$ cat src/rtl/seg7_bcd_capture.sv
// Seven-segment capture: debounces an active-low segment bus and decodes it to BCD.
// Optional SEG7_ERRCNT_EN adds a saturating err_cnt port counting invalid captures.
module seg7_bcd_capture #(
  parameter int STABLE_CYCLES = 4
) (
  input  logic       clk,
  input  logic       rst,
  input  logic [6:0] seg_in,
  output logic [3:0] bcd_out,
  output logic       bcd_valid,
  input  logic       bcd_ready,
  output logic       ovf,
  output logic       invalid
`ifdef SEG7_ERRCNT_EN
  ,
  output logic [7:0] err_cnt
`endif
);

  localparam logic [3:0] STB = 4'(STABLE_CYCLES);

  typedef enum logic {
    TRACK   = 1'b0,
    PRESENT = 1'b1
  } state_t;

  state_t     state_q, state_d;
  logic [3:0] cnt_q, cnt_d;
  logic [6:0] prev_q, prev_d;
  logic [6:0] last_q, last_d;
  logic       last_vld_q, last_vld_d;
  logic [3:0] bcd_q, bcd_d;
  logic       ovf_q, ovf_d;
  logic       inv_q, inv_d;
  logic [3:0] dec_bcd;
  logic       dec_ovf;
  logic       dec_inv;
  logic       capture;

`ifdef SEG7_ERRCNT_EN
  logic [7:0] err_q, err_d;
`endif

  // Pattern decode of the live segment bus (bit6=g .. bit0=a)
  always_comb begin
    dec_bcd = 4'hE;
    dec_ovf = 1'b0;
    dec_inv = 1'b1;
    case (seg_in)
      7'b1000000: begin dec_bcd = 4'd0; dec_inv = 1'b0; end
      7'b1111001: begin dec_bcd = 4'd1; dec_inv = 1'b0; end
      7'b0100100: begin dec_bcd = 4'd2; dec_inv = 1'b0; end
      7'b0110000: begin dec_bcd = 4'd3; dec_inv = 1'b0; end
      7'b0011001: begin dec_bcd = 4'd4; dec_inv = 1'b0; end
      7'b0010010: begin dec_bcd = 4'd5; dec_inv = 1'b0; end
      7'b0000010: begin dec_bcd = 4'd6; dec_inv = 1'b0; end
      7'b1111000: begin dec_bcd = 4'd7; dec_inv = 1'b0; end
      7'b0000000: begin dec_bcd = 4'd8; dec_inv = 1'b0; end
      7'b0011000: begin dec_bcd = 4'd9; dec_inv = 1'b0; end
      7'b0111111: begin
        dec_bcd = 4'hF;
        dec_ovf = 1'b1;
        dec_inv = 1'b0;
      end
      default: begin
        dec_bcd = 4'hE;
        dec_ovf = 1'b0;
        dec_inv = 1'b1;
      end
    endcase
  end

  // Next-state: stability tracking, capture, and handshake release
  always_comb begin
    state_d    = state_q;
    cnt_d      = cnt_q;
    prev_d     = prev_q;
    last_d     = last_q;
    last_vld_d = last_vld_q;
    bcd_d      = bcd_q;
    ovf_d      = ovf_q;
    inv_d      = inv_q;
    capture    = 1'b0;
`ifdef SEG7_ERRCNT_EN
    err_d      = err_q;
`endif
    unique case (state_q)
      TRACK: begin
        prev_d = seg_in;
        if (seg_in != prev_q) begin
          cnt_d = 4'd1;
        end else if (cnt_q < STB) begin
          cnt_d = cnt_q + 4'd1;
        end
        // A change on this edge forces cnt_d=1, so no capture then
        capture = (cnt_d == STB) &&
                  (!last_vld_q || (seg_in != last_q));
        if (capture) begin
          bcd_d      = dec_bcd;
          ovf_d      = dec_ovf;
          inv_d      = dec_inv;
          last_d     = seg_in;
          last_vld_d = 1'b1;
          cnt_d      = 4'd0;
          state_d    = PRESENT;
`ifdef SEG7_ERRCNT_EN
          if (dec_inv && (err_q != 8'hFF)) begin
            err_d = err_q + 8'd1;
          end
`endif
        end
      end
      PRESENT: begin
        cnt_d = 4'd0;
        if (bcd_ready) begin
          state_d = TRACK;
        end
      end
      default: begin
        state_d = TRACK;
        cnt_d   = 4'd0;
      end
    endcase
  end

  // State and datapath registers with synchronous reset
  always_ff @(posedge clk) begin
    if (rst) begin
      state_q    <= TRACK;
      cnt_q      <= 4'd0;
      prev_q     <= 7'h7F;
      last_q     <= 7'h00;
      last_vld_q <= 1'b0;
      bcd_q      <= 4'd0;
      ovf_q      <= 1'b0;
      inv_q      <= 1'b0;
    end else begin
      state_q    <= state_d;
      cnt_q      <= cnt_d;
      prev_q     <= prev_d;
      last_q     <= last_d;
      last_vld_q <= last_vld_d;
      bcd_q      <= bcd_d;
      ovf_q      <= ovf_d;
      inv_q      <= inv_d;
    end
  end

`ifdef SEG7_ERRCNT_EN
  // Invalid-capture counter, cleared only by reset
  always_ff @(posedge clk) begin
    if (rst) begin
      err_q <= 8'd0;
    end else begin
      err_q <= err_d;
    end
  end

  assign err_cnt = err_q;
`endif

  assign bcd_valid = (state_q == PRESENT);
  assign bcd_out   = bcd_q;
  assign ovf       = ovf_q;
  assign invalid   = inv_q;

endmodule

$ cat config.mk
export PLATFORM = sky130hd
export DESIGN_NAME = seg7_bcd_capture
export DESIGN_NICKNAME = d
export VERILOG_FILES = /design/src/rtl/seg7_bcd_capture.sv
export SDC_FILE = /design/constraint.sdc
export NUM_CORES = 1
export LEC_CHECK = 0
export CORE_MARGIN = 1
export CORE_UTILIZATION = 46
export DETAILED_ROUTE_END_ITERATION = 16
export PLACE_DENSITY = 0.67
export SETUP_SLACK_MARGIN = 0.1
export SLEW_MARGIN = 20
export SYNTH_ARGS = -nofsm -noshare
export SYNTH_HDL_FRONTEND = slang
export SYNTH_SLANG_ARGS = --single-unit
$ cat constraint.sdc
create_clock -name clk -period 4.8 [get_ports clk]
set_clock_uncertainty 0.1 [all_clocks]
set_input_delay 0.96 -clock clk [delete_from_list [all_inputs] [get_ports clk]]
set_output_delay 0.96 -clock clk [all_outputs]
set_load 0.05 [all_outputs]
==> results <==
- The minimum period implied by the final worst setup slack is 3.274 ns.
- For this run the aggregate overflow at the end of global routing stands at 0.
- The area growth from synthesis to layout is 7.465%.
- In the synthesized netlist, the cells that appear most often are sky130_fd_sc_hd__dfxtp_1, sky130_fd_sc_hd__a21oi_1, sky130_fd_sc_hd__o21ai_0.
- After synthesis, the cell types taking the most area are sky130_fd_sc_hd__dfxtp_1, sky130_fd_sc_hd__xnor2_1, sky130_fd_sc_hd__a21oi_1.
- The source-to-sink clock delay at the later pin of the worst-skew pair is between 0.3 and 0.4 ns.
- Yosys printed 0 warnings.
- The kind of path behind the tightest hold check is flop to flop.
- In this run the horizontal extent of the chip is 59.58 um.
- The number of antenna diodes in the final layout is 0.
- Of all nets on the critical path, the largest fanout is 14.
- The number of hold buffers added after CTS was 0.
- The post-layout worst setup margin is between 1.5 and 2 ns.
- The post-synthesis register bit count is 26.
- The wire length of the first global-routing pass is 5112 um.
- The final critical path takes up approximately two thirds of the cycle.
- STA puts the critical path data arrival time at between 3 and 4 ns.
- In the routed design, unresolved DRC markers number 0.
- The number of antenna violations at the first check in global routing came to 0.
- The die outline area is between 3000 and 4000 sq um.
- The async set-reset flop share out of synthesis is 0%.
- The highest ir drop seen on vdd is ~0.22 mV.
- The number of detailed-route iterations in the first pass is 5.
- The number of nets produced by synthesis is ~180.
- The count of instances resized after the clock tree is built is 0.
- Setup repair after global routing left no endpoint under its margin.
- Entering global routing, the biggest net connects 17 pins.
- The run finished with clean final reports.
- The number of placed instances, taps included, is about 220.
- The total power after layout is ~0.00042 W.
- The register clock-pin slew on the reported worst setup and hold paths is roughly 0.13 ns.
- For the worst setup path, the data required time is about 4.9 ns.
- The pre-CTS setup slack is around 1.2 ns.
- Summed over all cells, the static leakage comes to 0.5005 nW.
- The clock tree from TritonCTS is done.
- STA classifies the critical path startpoint as an input pin.
- Wires add up to just over 3000 um.
- The post-synthesis sequential area ratio is ~34%.
- Leaving out filler cells and counting taps, the final layout contains between 200 and 250.
- At the end of the flow the core is filled with cells to 52.82%.
- The number of clock sinks is 26.
- The final weighted congestion of routability-driven global placement is just under 0.8.
- For this run, the leading register cell type out of synthesis is sky130_fd_sc_hd__dfxtp_1.
- The via total after detailed routing is roughly 1300.
- The HPWL after detailed placement is 2189 um.
- The worst setup path is captured at a flop.
- The count of nets after finishing is around 190.
- The hold violation count in the final report is 0.
- For the final routed database, the setup TNS stands at 0 ns.
- The transition time at the pin with the least slew margin is between 0.6 and 0.7 ns.
- The remaining max-slew budget at the tightest pin is between 50% and 60%.
- After clock tree synthesis, the setup repair step added 0 buffers.
- The minimum setup slack among reg-to-reg paths is 2.28 ns.
- In this run the count of I/O pins placed on the die edge is 17.
- sky130_fd_sc_hd__dfxtp_1 takes more of the synthesized area than any other cell.
- CTS built an H-tree with a depth of 1.
- Across every metal layer, demand over resource in global routing totals roughly a fifth.
- The number of max-cap violations is 0.
- In the post-synthesis netlist, the cell with the most instances is sky130_fd_sc_hd__dfxtp_1.
- The initial DRC count is 28.
- The cell area after technology mapping is ~1500 sq um.
- The number of distinct standard cells referenced by the synthesized netlist is 41.
- The average cell area after synthesis is around 9.0 sq um.
- From bottom edge to top edge, the die measures a little under 60 um.
- Setup violations remaining at the end of the flow were counted as 0.
- Counting the buffers created by CTS gives 3.
- The clock tree root buffer cell is sky130_fd_sc_hd__clkbuf_4.
- For this design the ratio of total power to cell area is 256.3 nW/um^2.
- The core box area is between 3000 and 4000 sq um.
- The highest achievable clock rate is just over 0.3 GHz.
- Cells with a size suffix above 1 make up 9.143% of the layout.
- The type of the worst setup path is input pin to flop.
- After floorplanning, the core was divided into 20 placement rows.
- In this run, synthesis inferred 0 flip-flops with an integrated enable.
- In the final routed layout, each cell accounts on average for roughly 14 um.
- The initial utilization of the core area, before any placement, comes to between 40% and 50%.
- The count of buffers added on input and output ports is 16.
- Using the TritonRoute via totals, the vias-per-cell ratio works out to approximately 5.7.
- The number of global-route vias before repair is around 1100.
- The cell count after synthesis came out at 170.
- The count of final max-slew check failures was 0.
- The maximum count of clock buffers along a single path is 2.
- The fraction of post-synthesis cell area in the top cell type by area is 34.13%.
- The number of routed nets with antenna violations is 0.
- The number of fillers in the final layout is about 310.
power breakdown:
group          total (W)  internal (W)  switching [W]
Sequential      0.000222      0.000220     0.00000291
Combinational  0.0000474     0.0000209      0.0000266
Clock           0.000150     0.0000845      0.0000657
Total           0.000420      0.000325      0.0000952
through the flow:
step / hold slack (ns) / cell area, sq um
after detailed placement: 0.3660 / 1587
final: 0.3936 / 1639
after global routing: 0.4284 / 1639
after floorplan: 0.3364 / 1525
after global placement: 0.3538 / 1587
after CTS: 0.3986 / 1639
worst max-delay path, stage by stage:
cell	delay [ns]
sky130_fd_sc_hd__clkdlybuf4s50_1	0.83
sky130_fd_sc_hd__xnor2_2	0.18
sky130_fd_sc_hd__nand4_1	0.19
sky130_fd_sc_hd__or4_4	0.56
sky130_fd_sc_hd__or4_1	0.55
sky130_fd_sc_hd__a21oi_1	0.15
cell type report:
type	count	area [sq um]	area share, %
clock buffer	3	22.52	1.374
clock inverter	1	30.03	1.832
inverter	3	11.26	0.6870
multi-input combinational	125	832.0	50.76
sequential	26	520.5	31.76
tap	44	55.05	3.359
timing repair buffer	17	167.7	10.23
sequential cells by signal, summed over array words and instances (netlist names):
signal      count
last_vld_q      1
invalid         1
last_q          7
bcd_out         4
bcd_valid       1
prev_q          7
cnt_q           4
ovf             1
cell usage in the layout, fill, tap and decap left out, types with 2 or more instances in the layout:
cell type                         Yosys  layout
sky130_fd_sc_hd__dfxtp_1             26      26
sky130_fd_sc_hd__nand4b_1             2       2
sky130_fd_sc_hd__clkbuf_4             0       3
sky130_fd_sc_hd__nand4_1              5       5
sky130_fd_sc_hd__nor3_1               6       6
sky130_fd_sc_hd__xor2_1               4       4
sky130_fd_sc_hd__xnor2_2              2       2
sky130_fd_sc_hd__clkdlybuf4s50_1      0      16
sky130_fd_sc_hd__o21ai_0             12      12
sky130_fd_sc_hd__mux2i_1              6       6
sky130_fd_sc_hd__nor2_1               6       6
sky130_fd_sc_hd__nor4_1               4       3
sky130_fd_sc_hd__o21a_1               3       3
sky130_fd_sc_hd__a211oi_1             2       2
sky130_fd_sc_hd__nand3b_1             3       3
sky130_fd_sc_hd__nand2_1             11      11
sky130_fd_sc_hd__inv_1                2       2
sky130_fd_sc_hd__or3b_2               3       3
sky130_fd_sc_hd__nand3_1              9       9
sky130_fd_sc_hd__o211ai_1             2       2
sky130_fd_sc_hd__a21oi_1             19      19
sky130_fd_sc_hd__xnor2_1             11      11
path summary, 6_finish.rpt:
| kind | start | end | cells past startpoint |
|---|---|---|---|
| worst max register to register | cnt_q[0] | ovf | 6 |
| worst min register to register | bcd_out[3] | bcd_out[3] | 2 |
| worst max-delay path | seg_in[2] | ovf | 6 |
| worst min-delay path | bcd_out[3] | bcd_out[3] | 2 |
logic make-up (layout without fill, tap and decap cells):
family | count (synthesis) | after routing | share of synthesized area (%)
AND/OR/NAND/NOR | 58 | 58 | 22.15
flip-flops | 26 | 26 | 34.13
AO/OA/AOI/OAI | 43 | 43 | 16.49
XOR/XNOR | 17 | 17 | 10.75
multiplexers | 6 | 6 | 3.938
buffers and inverters | 19 | 24 | 11.73
adder cells (fa/ha/maj) | 1 | 1 | 0.8202
routing by layer:
metal  global-route usage, %  part of all wire, %  routed length, um
met5                       0                    0                  0
met4                   3.987                 0.87                 27
met3                   4.803                  4.0                124
met2                   31.46                   46               1411
met1                   25.67                   49               1526
No activity file was read; power rests on OpenSTA's default activity.
